===== src/rtl/booth_mul_arbiter_pkg.sv =====
// Shared types and defaults for the two-requester Booth multiplier arbiter.
package booth_mul_arbiter_pkg;

  typedef enum logic [1:0] {
    IDLE  = 2'd0,
    ISSUE = 2'd1,
    WAIT  = 2'd2,
    RESP  = 2'd3
  } state_t;

  localparam int DEF_WIDTH   = 16;
  localparam int DEF_TIMEOUT = 40;

endpackage


===== src/rtl/booth_mul_arbiter_rr_arb2.sv =====
// Two-way round-robin grant: sole requester wins, pointer breaks ties.
module rr_arb2 (
  input  logic i_valid0,
  input  logic i_valid1,
  input  logic i_ptr,
  output logic o_grant,
  output logic o_gvalid
);

  assign o_gvalid = i_valid0 | i_valid1;
  assign o_grant  = (i_valid0 & i_valid1) ? i_ptr : i_valid1;

endmodule


===== src/rtl/booth_mul_arbiter.sv =====
// Arbitrates two requesters onto one shared Booth multiplier,
// with a completion timeout and a held response channel.
module booth_mul_arbiter
  import booth_mul_arbiter_pkg::*;
#(
  parameter int WIDTH   = DEF_WIDTH,
  parameter int TIMEOUT = DEF_TIMEOUT
) (
  input  logic               clk,
  input  logic               rst,
  input  logic               req0_valid,
  input  logic [WIDTH-1:0]   req0_m,
  input  logic [WIDTH-1:0]   req0_q,
  output logic               req0_ready,
  input  logic               req1_valid,
  input  logic [WIDTH-1:0]   req1_m,
  input  logic [WIDTH-1:0]   req1_q,
  output logic               req1_ready,
  output logic               mul_start,
  output logic [WIDTH-1:0]   mul_m,
  output logic [WIDTH-1:0]   mul_q,
  output logic               mul_rst,
  input  logic               mul_done,
  input  logic [2*WIDTH-1:0] mul_product,
  output logic               rsp_valid,
  input  logic               rsp_ready,
  output logic               rsp_id,
  output logic               rsp_err,
  output logic [2*WIDTH-1:0] rsp_product
);

  localparam int TW = $clog2(TIMEOUT) + 1;
  // Firing one count early puts rsp_valid exactly TIMEOUT cycles after start
  localparam logic [TW-1:0] TLAST = TW'(TIMEOUT - 2);

  state_t             r_state;
  state_t             w_next;
  logic               r_ptr;
  logic [TW-1:0]      r_timer;
  logic [WIDTH-1:0]   r_m;
  logic [WIDTH-1:0]   r_q;
  logic               r_id;
  logic               r_err;
  logic [2*WIDTH-1:0] r_prod;

  logic w_grant;
  logic w_gvalid;
  logic w_accept;
  logic w_timeout;

  rr_arb2 u_arb (
    .i_valid0 (req0_valid),
    .i_valid1 (req1_valid),
    .i_ptr    (r_ptr),
    .o_grant  (w_grant),
    .o_gvalid (w_gvalid)
  );

  assign w_accept  = !rst && (r_state == IDLE) && w_gvalid;
  assign w_timeout = (r_state == WAIT) && (r_timer == TLAST) && !mul_done;

  assign req0_ready  = w_accept && !w_grant;
  assign req1_ready  = w_accept && w_grant;
  assign mul_start   = (r_state == ISSUE);
  assign mul_m       = r_m;
  assign mul_q       = r_q;
  assign mul_rst     = rst | w_timeout;
  assign rsp_valid   = (r_state == RESP);
  assign rsp_id      = r_id;
  assign rsp_err     = r_err;
  assign rsp_product = r_prod;

  always_comb begin
    w_next = r_state;
    unique case (r_state)
      IDLE:  if (w_gvalid) w_next = ISSUE;
      ISSUE: w_next = WAIT;
      WAIT:  if (mul_done || w_timeout) w_next = RESP;
      RESP:  if (rsp_ready) w_next = IDLE;
    endcase
  end

  always_ff @(posedge clk or posedge rst) begin
    if (rst) begin
      r_state <= IDLE;
      r_ptr   <= 1'b0;
      r_timer <= '0;
      r_m     <= '0;
      r_q     <= '0;
      r_id    <= 1'b0;
      r_err   <= 1'b0;
      r_prod  <= '0;
    end else begin
      r_state <= w_next;
      unique case (r_state)
        IDLE: begin
          if (w_gvalid) begin
            r_m  <= w_grant ? req1_m : req0_m;
            r_q  <= w_grant ? req1_q : req0_q;
            r_id <= w_grant;
          end
        end
        ISSUE: r_timer <= '0;
        WAIT: begin
          r_timer <= r_timer + 1'b1;
          if (mul_done) begin
            r_prod <= mul_product;
            r_err  <= 1'b0;
          end else if (w_timeout) begin
            r_prod <= '0;
            r_err  <= 1'b1;
          end
        end
        RESP: if (rsp_ready) r_ptr <= ~r_id;
      endcase
    end
  end

endmodule


===== config.mk =====
export PLATFORM = sky130hd
export DESIGN_NAME = booth_mul_arbiter
export DESIGN_NICKNAME = d
export VERILOG_FILES = /design/src/rtl/booth_mul_arbiter_pkg.sv /design/src/rtl/booth_mul_arbiter_rr_arb2.sv /design/src/rtl/booth_mul_arbiter.sv
export SDC_FILE = /design/constraint.sdc
export NUM_CORES = 1
export LEC_CHECK = 0
export ABC_CLOCK_PERIOD_IN_PS = 3800
export BUFFER_PORTS_ARGS = -buffer_cell sky130_fd_sc_hd__buf_2
export CORE_UTILIZATION = 45
export DETAILED_ROUTE_END_ITERATION = 16
export HOLD_SLACK_MARGIN = 0.1
export PLACE_DENSITY = 0.82
export SETUP_SLACK_MARGIN = 0.1
export SLEW_MARGIN = 20
export SYNTH_ARGS = -nofsm -noshare
export SYNTH_HDL_FRONTEND = slang
export SYNTH_SLANG_ARGS = --single-unit

===== constraint.sdc =====
create_clock -name clk -period 3.8 [get_ports clk]
set_clock_uncertainty 0.15 [all_clocks]
set_input_delay 0.19 -clock clk [delete_from_list [all_inputs] [get_ports clk]]
set_output_delay 0.19 -clock clk [all_outputs]
set_load 0.02 [all_outputs]

Word level (Yosys, flattened, before mapping)
Cells that the tools add are included.
- flip-flop bits (word level): 76
- bits in latches: 0
- RAM bits: 0
- ROM bits: 0
- bits of input ports: 102
- output and inout port bits: 71
- memories: 0
- add/subtract/negate cells: 1
- $mul: 0
- div/mod/pow operators: 0
- order comparisons: 0
- equal/unequal tests: 7
- shift operators: 0
- multiplexer cells: 12
- bitwise operators: 4
- reduce and logical (&&, ||, !) cells: 17
- operators with widths (operator ; number):
    32-bit 2-to-1 mux ; 2
    16-bit 2-to-1 mux ; 2
    7-bit one-hot mux with 2 select lines ; 1
    2-bit one-hot mux with 4 select lines ; 1
    7-bit by 1-bit adder with 7-bit output, second input constant ; 1
    7-bit by 6-bit equality test with 1-bit output, second input constant ; 1
    1-bit logical AND ; 6
    2-bit 2-to-1 mux ; 3
    2-bit AND reduction ; 3
    2-bit equality test, second input constant ; 2
    2-bit by 1-bit != test with 1-bit output, second input constant ; 2
    2-bit nonzero test ; 2
    1-bit logical NOT ; 3
    1-bit 2-to-1 mux ; 3
    3-bit AND reduction ; 1
    2-bit by 1-bit equality test with 1-bit output, second input constant ; 1
    2-bit logical NOT ; 1
    2-bit != test, second input constant ; 1
    1-bit bitwise OR ; 2
    1-bit AND ; 1
    1-bit logical OR ; 1
    1-bit NOT ; 1

Logic depth before layout (Yosys ltp)
- depth in word-level cells: 6
- mapped depth: 7
- gate-level depth less buffers: 5

Cells and area by module
Synthesis repeated with hierarchy kept, for this count alone.
- cell total of the unflattened synthesis: 354
- area, all modules: 3419.5 µm²
- by module, submodules not included (module ; times used ; cells an instance ; area each (µm²) ; sequential area each (µm²)):
    booth_mul_arbiter ; 1 ; 351 ; 3402.0 ; 1901.8
    rr_arb2 ; 1 ; 3 ; 17.5 ; 0.0

Worst setup path after synthesis
Ideal clock, no wire load.
- kind: input to output
- from: in rst
- to: out mul_rst
- arrival: 2.323 ns
- setup slack: 1.137 ns
- cell stages on the path: 2
- cell sequence: inv_1 o21ai_1
- word-level cells in the longest chain between the ends: 1
- ends and longest elaborated chain (item ; line ; text):
    from (decl) ; booth_mul_arbiter.sv:10 ; input logic rst,
    1-bit bitwise OR ; booth_mul_arbiter.sv:67 ; assign mul_rst = rst | w_timeout;
    to (decl) ; booth_mul_arbiter.sv:22 ; output logic mul_rst,
Every way passes these cells.

Final worst setup path
- from: reg r_state[1]
- to: reg r_m[7] (netlist: mul_m[7])
- word-level cells in the longest chain between the ends: 2
- ends and longest elaborated chain (item ; line ; text):
    from (decl) ; booth_mul_arbiter.sv:36 ; state_t r_state;
    from (signal assigned) ; booth_mul_arbiter.sv:94 ; r_state <= w_next;
    2-bit logical NOT ; booth_mul_arbiter.sv:95 ; unique case (r_state)
    2-bit AND reduction (no source line) ; -- ;
    to (signal assigned) ; booth_mul_arbiter.sv:98 ; r_m <= w_grant ? req1_m : req0_m;
    to (decl) ; booth_mul_arbiter.sv:40 ; logic [WIDTH-1:0] r_m;
Every way passes these cells.
A chain may end at the register's enable or synchronous reset.

==> impl_results.md <==
* Outcome: completed
* Post-synth top cells: dfrtp_1 (76), nor2_1 (38), a31oi_1 (33)
* CP endpoint kind: flop
* Worst R2R End: mul_m[7]
* Worst setup path end: mul_m[7]
* Most frequent cell after synthesis: dfrtp_1
* Peak supply drop at ~0.43 mV
* Grt total ovfl at 0
* RSZ-0062 raised after global routing: false
* R2R depth at 6
* Hpwl dp at slightly above 7000 um
* Setup TNS at 0 ns
* Clock share of power at between 10% and 20%
* HP Class: in2reg
* Layout fillers at 580
* Critical Path Start: r_state[1]
* Internal power at 2.59 mW
* Mapped Area at approximately 3900 um^2
* Power per standard cell area at 747 nW/um^2
* Final Util at ~72%
* IO Pins at around 170
* Mapped Nets at just under 500
* Synth Register Bits at 76
* Top cells by area, synth: dfrtp_1 (49%), a221o_1 (8.3%), o211a_1 (8.3%), nand3b_1 (6.2%), a31oi_1 (5.3%)
* CP startpoint kind: flop
* Area leader, netlist: dfrtp_1
* Async SR Flop Fraction at 100%
* Final setup vio count at 0
* Port Buffer Count at between 150 and 200
* Core Area at 8260 um^2
* Clock Pin Slew Worst Setup and Hold Paths at about 0.08 ns
* R2R Setup Slk at 1.27 ns
* DR pass1 iterations at 5
* R2R Path Start: r_state[1]
* Tmin final at 2.53 ns
* Max-slew violation count at 0
* Synthesis warning total at 0
* Die width at 94.8 um
* Post-Syn Instances at 373
* CP required at slightly below 4 ns
* Critical path class: reg2reg
* Sw Pwr at around 1.8 mW
* LEAKAGE at approximately 2.7 nW
* Final WL at ~13,000 um
* CP Buf/Inv Count at 2
* Top cell type's share of synthesized area at approximately 50%
* CTS buffer count at 9
* Period utilization at around 66%
* TritonCTS sink count at 76
* DR WL/cell at between 15 and 20 um
* Share of cells above drive strength 1 at a little under a third
* First-pass GRT wire length at 20,300 um
* Max Fclk at approximately 400 MHz
* Switching Fraction at a little over 40%
* Seq pwr share at 32.2%
* Resized Gates After CTS at 0
* Critical Path Fanout Max at 64
* Post-synthesis cell type count at 39
* Routed vias/inst at between 5 and 6
* Initial antenna violation count at 0
* Routed vias at approximately 4,300
* CP peak stage delay at ~0.57 ns
* Comb pwr share at a little over half
* Total GRT Usage at between 20% and 30%
* Initial core utilization at a little under half
* Area Growth Syn to Fin at 53.5%
* Final hold vios at 0
* Avg Inst Size Synth at 10.4 um^2
* H-tree depth at 3
* Die area at approximately 9000 um^2
* Clock Tree Buf Depth at 2
* CTS Root Cell: clkbuf_8
* Seq/Total Area, Yosys at 49.1%
* Number of enable flip-flop cells after synthesis at 0
* Clock Latency Late Sink at 0.35 ns
* Cell count along the critical path at 6
* Slowest CP cell: o21a_4
* Vias in the first global route at roughly 4,200
* Critical path's top delay family: compound AO/OA/AOI/OAI gates
* Largest net degree at the start of global routing at 65
* RD Place Congestion at between 0.7 and 0.8
* CTS tree: done
* Initial DRC count at just over 300
* Residual DRC count at 0
* Site Rows at 33
* Dominant synthesized flop cell: dfrtp_1
* Antenna Cells at 0
* Die Y at 94.8 um
* Fin nets at roughly 730
* Max cap viols at 0
* Critical Path AT at approximately 2.7 ns
* Critical path cell sequence: inv_1 > ha_1 > o21a_4 > nor2_1 > a31oi_1 > dlygate4sd3_1
* Post-DRT Antenna Nets at 0
* Slew at the pin with the worst max-slew slack at about 0.96 ns
* Worst relative slew slack at about 36%
logic make-up after synthesis:
kind of cell             after synthesis  synth area share [%]
AND/OR/NAND/NOR                       93                  13.5
adder cells (fa/ha/maj)                6                  1.94
multiplexers                           2                 0.517
flip-flops                            76                  49.1
buffers and inverters                 46                  5.30
AO/OA/AOI/OAI                        149                  29.4
XOR/XNOR                               1                 0.226
state kept, by name, summed over array words and instances, names as in the netlist:
signal	count
mul_q	16
r_ptr	1
rsp_id	1
rsp_err	1
mul_m	16
rsp_product	32
r_state	2
r_timer	7
worst register-to-register path, cell delays in order, from the launching register on:
cell,delay [ns]
dfrtp_1,0.43
inv_1,0.12
ha_1,0.27
o21a_4,0.57
nor2_1,0.14
a31oi_1,0.21
dlygate4sd3_1,0.57
power by group through the flow:
stage          clock network [mW]  logic, mW  registers, mW
2_1_floorplan                   0      0.911           1.78
3_3_place_gp                    0       1.81           1.39
3_5_place_dp                    0       1.87           1.42
4_1_cts                     0.696       2.24           1.41
5_1_grt                     0.727       2.50           1.47
6_report                    0.685       2.32           1.43
how the worst min path moves through the flow:
stage                         from             end  slack, ns  cells after the start
floorplan                rsp_ready           r_ptr       0.15                      1
global placement               rst          rsp_id       0.26                      2
detailed placement  mul_product[8]  rsp_product[8]       0.27                      2
CTS                     req0_valid          rsp_id       0.16                      3
global route            req0_valid          rsp_id       0.21                      3
finish                  req0_valid          rsp_id       0.20                      3
metal layers:
metal	wire [um]	GRT usage, %
met4	298	13.0
met5	0	0
met2	6500	48.3
met3	1090	6.76
met1	5360	36.7
area by class of cell:
| class | count | area [um^2] | share of cell area, % |
|---|---|---|---|
| Inverter | 8 | 30.0 | 0.505 |
| Timing Repair Buffer | 275 | 1880 | 31.6 |
| Multi-Input combinational cell | 251 | 1790 | 30.0 |
| Tap cell | 105 | 131 | 2.21 |
| Clock buffer | 10 | 128 | 2.15 |
| Sequential cell | 76 | 1900 | 32.0 |
| Clock inverter | 6 | 88.8 | 1.49 |
repair_timing:
| action | in CTS | in global routing |
|---|---|---|
| endpoints found under the setup margin | 0 | 0 |
| endpoints found under the hold margin | 105 | 0 |
| setup buffers | 0 | 0 |
| hold buffers | 99 | 0 |
through the flow:
stage	cell area [um^2]	total power, mW	std cells	setup WS [ns]	hold WS (ns)
6_report	5950	4.44	731	1.27	0.201
5_1_grt	5950	4.70	731	1.11	0.207
4_1_cts	5940	4.34	731	1.05	0.163
3_5_place_dp	4730	3.29	616	1.51	0.270
3_3_place_gp	4730	3.20	616	1.54	0.257
2_1_floorplan	3870	2.69	373	1.14	0.147
cells in the final DEF (no fill, tap or decap), types with 2 or more instances in the layout:
cell / n
nor3_1: 2
dlygate4sd3_1: 99
o211a_1: 32
nand2_1: 5
mux2i_1: 2
o211ai_1: 2
a221o_1: 32
bufinv_16: 2
dfrtp_1: 76
inv_1: 5
nor2_1: 37
nor2b_1: 2
nand2b_1: 2
a21oi_1: 5
ha_1: 6
inv_2: 3
clkbuf_8: 9
o21ai_0: 14
clkinvlp_4: 2
a31oi_1: 33
buf_4: 4
buf_2: 172
o21ai_1: 22
nand3b_1: 32
nand3_1: 2
o2bb2ai_1: 3
(Power assumes the default switching activity.)
